===== config.mk =====
export PLATFORM = sky130hd
export DESIGN_NAME = conv2d
export DESIGN_NICKNAME = d
export VERILOG_FILES = /design/src/rtl/conv_pkg.sv /design/src/rtl/multiply_unit.sv /design/src/rtl/conv2d.sv
export SDC_FILE = /design/constraint.sdc
export NUM_CORES = 2
export LEC_CHECK = 0
export CAP_MARGIN = 25
export CORE_ASPECT_RATIO = 1.75
export CORE_MARGIN = 2
export CORE_UTILIZATION = 57
export DETAILED_ROUTE_END_ITERATION = 8
export PLACE_DENSITY = 0.81
export SLEW_MARGIN = 20
export SYNTH_ARGS = -nofsm -noshare
export SYNTH_HDL_FRONTEND = slang
export SYNTH_HIERARCHICAL = 1
export SYNTH_SLANG_ARGS = --single-unit

===== constraint.sdc =====
create_clock -name clk -period 28 [get_ports clk]
set_input_delay 4.2 -clock clk [delete_from_list [all_inputs] [get_ports clk]]
set_output_delay 4.2 -clock clk [all_outputs]
set_load 0.02 [all_outputs]

===== src/rtl/conv_pkg.sv =====
// conv_pkg: state encoding, default geometry and width helpers shared by the
// conv2d block and its test bench.
package conv_pkg;

    typedef enum logic [2:0] {
        IDLE,
        LOAD_KERNEL,
        LOAD_PIXELS,
        MAC,
        WRITE,
        DONE_STATE
    } state_t;

    localparam int DEFAULT_M          = 6;
    localparam int DEFAULT_K          = 3;
    localparam int DEFAULT_PIXEL_BITS = 8;

    // Accumulator / result width: a full product plus room for K*K additions.
    function automatic int out_width(input int pb, input int k);
        return 2 * pb + $clog2(k * k);
    endfunction

    // Address width of an m x m row-major memory.
    function automatic int addr_width(input int m);
        return $clog2(m * m);
    endfunction

    // Width able to hold an output side length of 0..m.
    function automatic int dim_width(input int m);
        return $clog2(m + 1);
    endfunction

endpackage


===== src/rtl/multiply_unit.sv =====
// multiply_unit: unsigned combinational W x W -> 2W multiplier; the single
// multiplier shared by every tap of the conv2d MAC datapath.
module multiply_unit #(
    parameter int W = 8
) (
    input  logic [W-1:0]   a,
    input  logic [W-1:0]   b,
    output logic [2*W-1:0] product
);

    assign product = {{W{1'b0}}, a} * {{W{1'b0}}, b};

endmodule


===== src/rtl/conv2d.sv =====
// conv2d: loads a KxK kernel and an MxM image through strobed ports, then
// slides the kernel over the image with a programmable stride using one
// shared multiplier, one tap per cycle. Results are read back combinationally
// by row-major index.
// Optional build macro CONV2D_SATURATE_EN: when defined, every stored result
// is clamped to 2^pixel_bits-1; otherwise the full-width sum is stored.
module conv2d
    import conv_pkg::*;
#(
    parameter int M          = DEFAULT_M,
    parameter int K          = DEFAULT_K,
    parameter int pixel_bits = DEFAULT_PIXEL_BITS
) (
    input  logic                                  clk,
    input  logic                                  rst,
    input  logic                                  enable,
    input  logic                                  strobe_signal_kernel,
    input  logic [pixel_bits-1:0]                 kernel_weight,
    input  logic                                  strobe_signal_pixel,
    input  logic [pixel_bits-1:0]                 pixel,
    input  logic [$clog2(K):0]                    stride,
    input  logic [addr_width(M)-1:0]              result_address,
    output logic [out_width(pixel_bits, K)-1:0]   final_output,
    output logic [dim_width(M)-1:0]               out_dim,
    output logic                                  busy,
    output logic                                  done
);

    localparam int OW  = out_width(pixel_bits, K);
    localparam int AW  = addr_width(M);
    localparam int DW  = dim_width(M);
    localparam int SW  = $clog2(K) + 1;
    localparam int KAW = $clog2(K * K);
    localparam int IW  = $clog2(K + 1);

`ifdef CONV2D_SATURATE_EN
    localparam logic [OW-1:0] MAX_PIXEL = OW'((1 << pixel_bits) - 1);
`endif

    state_t state;
    state_t next_state;

    logic [KAW-1:0]        tap_counter;
    logic [AW-1:0]         pixel_counter;
    logic [IW-1:0]         tap_i;
    logic [IW-1:0]         tap_j;
    logic [DW-1:0]         row;
    logic [DW-1:0]         col;
    logic [AW-1:0]         out_index;
    logic [OW-1:0]         acc;
    logic [OW-1:0]         write_value;
    logic [2*pixel_bits-1:0] product;

    logic [pixel_bits-1:0] kernel_ram [K*K];
    logic [pixel_bits-1:0] pixel_ram  [M*M];
    logic [OW-1:0]         result_ram [M*M];

    logic [SW-1:0]  stride_eff;
    logic           last_kernel;
    logic           last_pixel;
    logic           last_tap;
    logic           col_wrap;
    logic           row_wrap;
    logic [AW-1:0]  pixel_addr;
    logic [KAW-1:0] kernel_addr;

    // Output side length found by counting legal window origins for stride s.
    function automatic logic [DW-1:0] count_origins(input logic [SW-1:0] s);
        int n;
        n = 0;
        for (int p = 0; p <= M; p++) begin
            if (p * int'(s) + K <= M) n++;
        end
        return DW'(n);
    endfunction

    // Decode stride, terminal counts, window wrap flags and MAC addresses.
    always_comb begin
        stride_eff  = (stride == '0) ? SW'(1) : stride;
        last_kernel = strobe_signal_kernel && (tap_counter == KAW'(K * K - 1));
        last_pixel  = strobe_signal_pixel && (pixel_counter == AW'(M * M - 1));
        last_tap    = (tap_i == IW'(K - 1)) && (tap_j == IW'(K - 1));
        col_wrap    = (int'(col) + int'(stride_eff) + K) > M;
        row_wrap    = (int'(row) + int'(stride_eff) + K) > M;
        pixel_addr  = AW'((int'(row) + int'(tap_i)) * M + int'(col) + int'(tap_j));
        kernel_addr = KAW'(int'(tap_i) * K + int'(tap_j));
    end

    multiply_unit #(
        .W(pixel_bits)
    ) mul (
        .a       (pixel_ram[pixel_addr]),
        .b       (kernel_ram[kernel_addr]),
        .product (product)
    );

    // State register.
    always_ff @(posedge clk or posedge rst) begin
        if (rst) state <= IDLE;
        else     state <= next_state;
    end

    // Next-state decode.
    always_comb begin
        next_state = state;
        case (state)
            IDLE:        if (enable) next_state = LOAD_KERNEL;
            LOAD_KERNEL: if (last_kernel) next_state = LOAD_PIXELS;
            LOAD_PIXELS: if (last_pixel) next_state = MAC;
            MAC:         if (last_tap) next_state = WRITE;
            WRITE:       next_state = (col_wrap && row_wrap) ? DONE_STATE : MAC;
            DONE_STATE:  next_state = IDLE;
            default:     next_state = IDLE;
        endcase
    end

    // Status outputs decoded from the current state.
    always_comb begin
        busy = (state != IDLE);
        done = (state == DONE_STATE);
    end

    // Load counters, tap walker, window origin, accumulator and out_dim.
    always_ff @(posedge clk or posedge rst) begin
        if (rst) begin
            tap_counter   <= '0;
            pixel_counter <= '0;
            tap_i         <= '0;
            tap_j         <= '0;
            row           <= '0;
            col           <= '0;
            out_index     <= '0;
            acc           <= '0;
            out_dim       <= '0;
        end else begin
            if (state == MAC) begin
                acc <= acc + OW'(product);
                if (tap_j == IW'(K - 1)) begin
                    tap_j <= '0;
                    tap_i <= tap_i + IW'(1);
                end else begin
                    tap_j <= tap_j + IW'(1);
                end
            end else begin
                acc   <= '0;
                tap_i <= '0;
                tap_j <= '0;
            end
            case (state)
                IDLE: begin
                    if (enable) begin
                        tap_counter   <= '0;
                        pixel_counter <= '0;
                        row           <= '0;
                        col           <= '0;
                        out_index     <= '0;
                        out_dim       <= '0;
                    end
                end
                LOAD_KERNEL: begin
                    if (strobe_signal_kernel) tap_counter <= tap_counter + KAW'(1);
                end
                LOAD_PIXELS: begin
                    if (strobe_signal_pixel) pixel_counter <= pixel_counter + AW'(1);
                    if (last_pixel) begin
                        row       <= '0;
                        col       <= '0;
                        out_index <= '0;
                        out_dim   <= count_origins(stride_eff);
                    end
                end
                WRITE: begin
                    out_index <= out_index + AW'(1);
                    if (!col_wrap) begin
                        col <= col + DW'(stride_eff);
                    end else begin
                        col <= '0;
                        row <= row_wrap ? '0 : row + DW'(stride_eff);
                    end
                end
                default: ;
            endcase
        end
    end

    // Kernel memory: cleared by reset, written only while loading the kernel.
    always_ff @(posedge clk or posedge rst) begin
        if (rst) begin
            for (int n = 0; n < K * K; n++) kernel_ram[n] <= '0;
        end else if (state == LOAD_KERNEL && strobe_signal_kernel) begin
            kernel_ram[tap_counter] <= kernel_weight;
        end
    end

    // Pixel memory: written only while loading pixels; contents need no reset.
    always_ff @(posedge clk) begin
        if (state == LOAD_PIXELS && strobe_signal_pixel) begin
            pixel_ram[pixel_counter] <= pixel;
        end
    end

    // Value committed to result memory at the end of each window.
    always_comb begin
`ifdef CONV2D_SATURATE_EN
        write_value = (acc > MAX_PIXEL) ? MAX_PIXEL : acc;
`else
        write_value = acc;
`endif
    end

    // Result memory: cleared by reset, one entry written per WRITE cycle.
    always_ff @(posedge clk or posedge rst) begin
        if (rst) begin
            for (int n = 0; n < M * M; n++) result_ram[n] <= '0;
        end else if (state == WRITE) begin
            result_ram[out_index] <= write_value;
        end
    end

    // Readout: indices past the produced outputs read as zero.
    always_comb begin
        if (int'(result_address) < int'(out_dim) * int'(out_dim)) begin
            final_output = result_ram[result_address];
        end else begin
            final_output = '0;
        end
    end

endmodule

# Yosys cells after proc, flatten, opt, wreduce, memory -nomap -nowiden

Memories as Yosys holds them, arrays and structs flattened.
Cells that the tools add are included.

Register bits after elaboration: 844
Latch bits: 0
RAM bits: 288
Memory bits (read-only): 0
Bits of input ports: 30
Output and inout bits: 25
Word-level logic and storage cells: 209
Memories kept: 1

Memories:

| memory    | words | bits a word | rd ports | clocked after Yosys merged registers in | wr ports | RTL line     | source |
|---|---|---|---|---|---|---|---|
| pixel_ram | 36    | 8           | 1        | 0                                       | 1        | conv2d.sv:55 | `logic [pixel_bits-1:0] pixel_ram [M*M];` |

$add $sub $neg: 28
Multiply operators: 7
Div/mod/pow operators: 0
Magnitude comparators: 15
Eq/ne operators: 17
Shift-type cells: 0
Muxes and demuxes: 62
Bitwise operators: 4
Reduce and logical (&&, ||, !) cells: 20

Operator list:

| kind                                                           | number |
|---|---|
| bitwise mux 720 bit                                            | 1 |
| binary-select mux 20 bit (select 6 bit)                        | 1 |
| demux 20 bit (select 6 bit)                                    | 1 |
| 2-to-1 mux 20 bit                                              | 5 |
| 2-to-1 mux 3 bit                                               | 30 |
| bitwise mux 72 bit                                             | 1 |
| binary-select mux 8 bit (select 4 bit)                         | 1 |
| demux 8 bit (select 4 bit)                                     | 1 |
| 2-to-1 mux 8 bit                                               | 3 |
| adder 20 x 16 -> 20 bit                                        | 1 |
| adder 3 x 2 -> 3 bit, second input constant                    | 6 |
| 2-to-1 mux 6 bit                                               | 3 |
| case mux 3 bit (3 select lines)                                | 2 |
| case mux 6 bit (3 select lines)                                | 1 |
| multiplier 8 x 8 -> 16 bit                                     | 1 |
| adder 4 x 2 -> 5 bit, second input constant                    | 3 |
| case mux 3 bit (5 select lines)                                | 1 |
| adder 6 x 2 -> 7 bit, second input constant                    | 2 |
| >= comparator 7 bit, second input constant                     | 2 |
| less-or-equal comparator 7 x 3 -> 1 bit, second input constant | 2 |
| inequality test 2 bit, second input constant                   | 7 |
| inverter 6 -> 7 bit                                            | 2 |
| adder 5 x 2 -> 6 bit, second input constant                    | 2 |
| adder 6 x 1 -> 6 bit, second input constant                    | 2 |
| 42 further kinds                                               | 72 |

# Longest topological paths before layout

Word-level depth: 28
Mapped depth: 37

# By module

Netlist, hierarchy kept.

By module, submodules not included:

| module        | times used | cells an instance | area an instance (sq um) | sequential area each (sq um) |
|---|---|---|---|---|
| conv2d        | 1          | 3147              | 51319.2                  | 29768.6 |
| multiply_unit | 1          | 243               | 2125.8                   | 0.0 |

# Least setup slack after synthesis

No wires, ideal clock.

Kind: input to output
From: in result_address[1]
To: out final_output[18]
Arrival: 6137 ps
Required time: 23800 ps
Setup slack: 17663 ps
Stages on the path: 9
Cell sequence: buf_2 buf_2 clkbuf_1 o31a_1 o21a_1 o21ai_0 a21oi_1 clkbuf_1 a211oi_1

Word-level cells in the longest chain between the ends: 5
Elaborated cells on any way between the ends: 6
Those cells by class: order compare: 1; mux: 4; bitwise: 1

Ends and longest elaborated chain:

| element                                              | RTL line      | source |
|---|---|---|
| start: declaration                                   | conv2d.sv:22  | `input logic [addr_width(M)-1:0] result_address,` |
| inverter 6 -> 7 bit (implied by the code)            | conv2d.sv:223 | `final_output = result_ram[result_address];` |
| binary-select mux 20 bit (select 6 bit)              | conv2d.sv:223 |  |
| 2-to-1 mux 20 bit (implied by the code) (2 in a row) | conv2d.sv:223 |  |
| 2-to-1 mux 20 bit *                                  | conv2d.sv:222 | `if (int'(result_address) < int'(out_dim) * int'(out_dim)) begin` |
| end: declaration                                     | conv2d.sv:23  | `output logic [out_width(pixel_bits, K)-1:0] final_output,` |

Every way passes the cells marked *; elsewhere a longest branch is shown, timed or not. The select of a mux whose other input is x is not followed.

# Final worst setup path

From: in result_address[0]
To: out final_output[15]

The elaborated chain is that of the path after synthesis.

==> impl_metrics.toml <==
[pwr]
power.share.sequential = 0.250
peakVddDrop_mv = 0.3459
swShare = 0.4022
power.switching_mw = 2.921
power_frac_clock = 0.200
finalPower_mw = 7.261
power_density_mw_per_mm2 = 123.5
power.internal_mw = 4.341
p_leak_nw = 26.38
pwr-share-comb = 0.550

[synthesis]
synth_xor_area_frac = 0.006883
syn_area_mm2 = 0.05345
synthMuxAreaShare = 0.3114
ys_seq_elements = 1132
netlist-cell-type-count = 70
yosys.area_share.simple = 0.03624
synth_top_family_by_area = "multiplexers"
synthDominantCellAreaShare = 0.3952
synth-compound-area-share = 0.02196
async_flop_share = 0.7456
yosysSeqAreaShare = 0.5570
synth_most_common_cell = "dfrtp_1"
syn_area_per_cell_um2 = 15.77
synth_area_leader_cell = "dfrtp_1"
synth_enable_flop_cells = 288
netlist_instances = 3390
synthAdderAreaFrac = 0.04008
syn-num-nets = 3563
yosys-top-cells-area = "dfrtp_1, edfxtp_1, mux2_2"
synth_ff_type = "dfrtp_1"
yosys_warnings = 6
yosys-top-cells-count = "dfrtp_1, mux2_2, mux4_2"

[cts]
path_clk_slew_ps = 70
cts_resized = 0
ctsLongestPathBuffers = 3
insertion_delay_ps = 710
cts_setup_buffers = 0
cts_max_level = 3
hold_buffers = 0
clock-sinks = 1132
cts_buffers = 98
cts_tree = "yes"
cts-root-buf = "clkbuf_16"

[worst_hold_path]
min_from = "result_ram[564]"
holdPathStages = 1
hold_class = "register to register"
hold_path_end = "result_ram[564]"

[floorplan]
rows = 148
dieHeight_um = 409.1
core_mm2 = 0.09296
initial_core_util = 0.5749
ios = 55
fp.dieW_um = 235.5
dieArea_mm2 = 0.09632

[finish]
ff_latch_area_mm2 = 0.02978
post_layout_nonfiller_instances = 4653
syn_to_final_growth_pct = 9.971
fin_nets = 3547
drive_gt1_frac = 0.3924
multi_input_area_mm2 = 0.02239
fillers = 6562
antennaDiodeCount = 0

[grt]
grt_util_met1 = 0.3070
grt_pass1_vias = 31460
grt_max_degree = 122
overflow = 0
busiest_layer = "met2"
grt_usage = 0.2603
grt_pass1_wl_mm = 189.1
grt_use_met3 = 0.02721
met2_usage = 0.4812
antenna_found_initial = 2

[routing]
viasPerCell = 6.303
drt-pass1-iter-count = 6
drtAntennaViolNets = 0
drt_iter0_drc = 2236
vias = 29330
routedWlPerCell_um = 26.23
wl_mm = 122.1
drc_errors = 0

[setup_path]
reg2reg_from = "tap_i[0]"
worstPathRequired_ps = 23800
ff2ff_path_depth = 31
endpoint_kind = "output port"
worstReg2RegEnd = "acc[16]"
crit_fanout = 100
cp-start-kind = "input port"
worstPathArrival_ps = 7920
critPathKind = "input port to output port"
reg2reg_slack_ps = 18400

[timing]
post-route-period-util = 0.4327
setup_viol = 0
tns_ps = 0
rsz0062_at_grt = "false"
fmax_mhz = 82.54
fin_skew_ps = 46.62
tightest_slew_ps = 1040
hold_viol_final = 0
slew_violations = 0
fin_crit_ps = 12120
relSlewSlack = 0.3065

[placement]
gp_congestion = 0.8139
dp_hpwl_mm = 76.85
port_buffers = 54
dp.cells = 4467

[outcome]
status = "finished clean"

[flow_run]
maxCapViolCount = 0
[worst max-delay path by stage]
stage	from	end
CTS	result_address[0]	final_output[15]
finish	result_address[0]	final_output[15]
detailed placement	result_address[0]	final_output[15]
floorplan	rst	acc[0]
global route	result_address[0]	final_output[15]
global placement	result_address[0]	final_output[15]
[flip-flops by register name, indices dropped and copies added, names as in the netlist]
| name | flops |
|---|---|
| result_ram | 720 |
| pixel_ram | 288 |
| kernel_ram | 72 |
| acc | 20 |
| out_index | 6 |
| pixel_counter | 6 |
| tap_counter | 4 |
| col | 3 |
| out_dim | 3 |
| row | 3 |
| state | 3 |
| tap_i | 2 |
| tap_j | 2 |
[cell usage in the layout, fill, tap and decap left out, types with 8 or more instances in the layout]
| cell type | count |
|---|---|
| nand3_1 | 15 |
| mux2i_1 | 35 |
| a21oi_1 | 37 |
| inv_1 | 94 |
| nand2_1 | 76 |
| a21o_1 | 15 |
| mux4_2 | 322 |
| a22o_1 | 13 |
| a31oi_1 | 22 |
| edfxtp_1 | 288 |
| xor2_1 | 19 |
| nor2_1 | 135 |
| xnor2_1 | 22 |
| bufinv_16 | 12 |
| buf_4 | 62 |
| nand2_2 | 18 |
| a211oi_1 | 11 |
| mux2_1 | 61 |
| and2_1 | 60 |
| clkbuf_1 | 19 |
| o21a_1 | 17 |
| dfrtp_1 | 838 |
| mux2_2 | 742 |
| nor2b_1 | 8 |
| ha_1 | 94 |
| o21ai_0 | 20 |
| clkinv_2 | 12 |
| clkbuf_8 | 21 |
| nor3_1 | 26 |
| fa_1 | 47 |
| clkbuf_16 | 103 |
| and3_1 | 9 |
| clkdlybuf4s50_1 | 48 |
[worst max-delay path, cell delays in order]
cell	delay, ps
buf_8	610
buf_12	630
mux4_2	590
mux4_2	530
mux2i_1	190
nor2_1	70
a31oi_1	270
nor2_1	70
clkdlybuf4s50_1	570
[routing by layer]
layer	vias up	share of wire
met5	-	0
met1	15630	0.37
met4	0	0.039
met2	803	0.55
li1	12620	-
met3	275	0.040
[power groups by stage]
stage / Clock (mW) / Sequential [mW] / Combinational, mW
floorplan: 0 / 1.81 / 3.18
global placement: 0 / 1.85 / 3.86
detailed placement: 0 / 1.85 / 3.98
CTS: 1.48 / 1.81 / 4.02
global route: 1.54 / 1.82 / 4.50
finish: 1.45 / 1.81 / 4.00
[final cells by class]
type / count / share of cell area
Clock inverter: 37 / 0.009218
Sequential cell: 1132 / 0.5066
Clock buffer: 142 / 0.04975
Inverter: 95 / 0.006195
Timing Repair Buffer: 130 / 0.02171
Tap cell: 1200 / 0.02555
Multi-Input combinational cell: 1917 / 0.3810
[kinds of logic after synthesis]
| group | after synthesis |
|---|---|
| compound gates | 171 |
| xor+xnor | 42 |
| fa+ha+maj | 143 |
| buf+inv | 341 |
| flops | 1132 |
| mux | 1160 |
| simple gates | 401 |
[through the flow]
step / utilization / instance area (µm²) / setup WS (ps) / hold WS [ps]
after floorplan: - / 53450 / 87.02 / 449.8
after global placement: 0.5920 / 55030 / 15770 / 462.3
after detailed placement: 0.5936 / 55180 / 15730 / 474.0
after CTS: 0.6309 / 58650 / 15730 / 488.9
after global routing: 0.6323 / 58770 / 15510 / 509.7
final: 0.6323 / 58770 / 15880 / 485.5
Power figures use the tool's default switching activity.
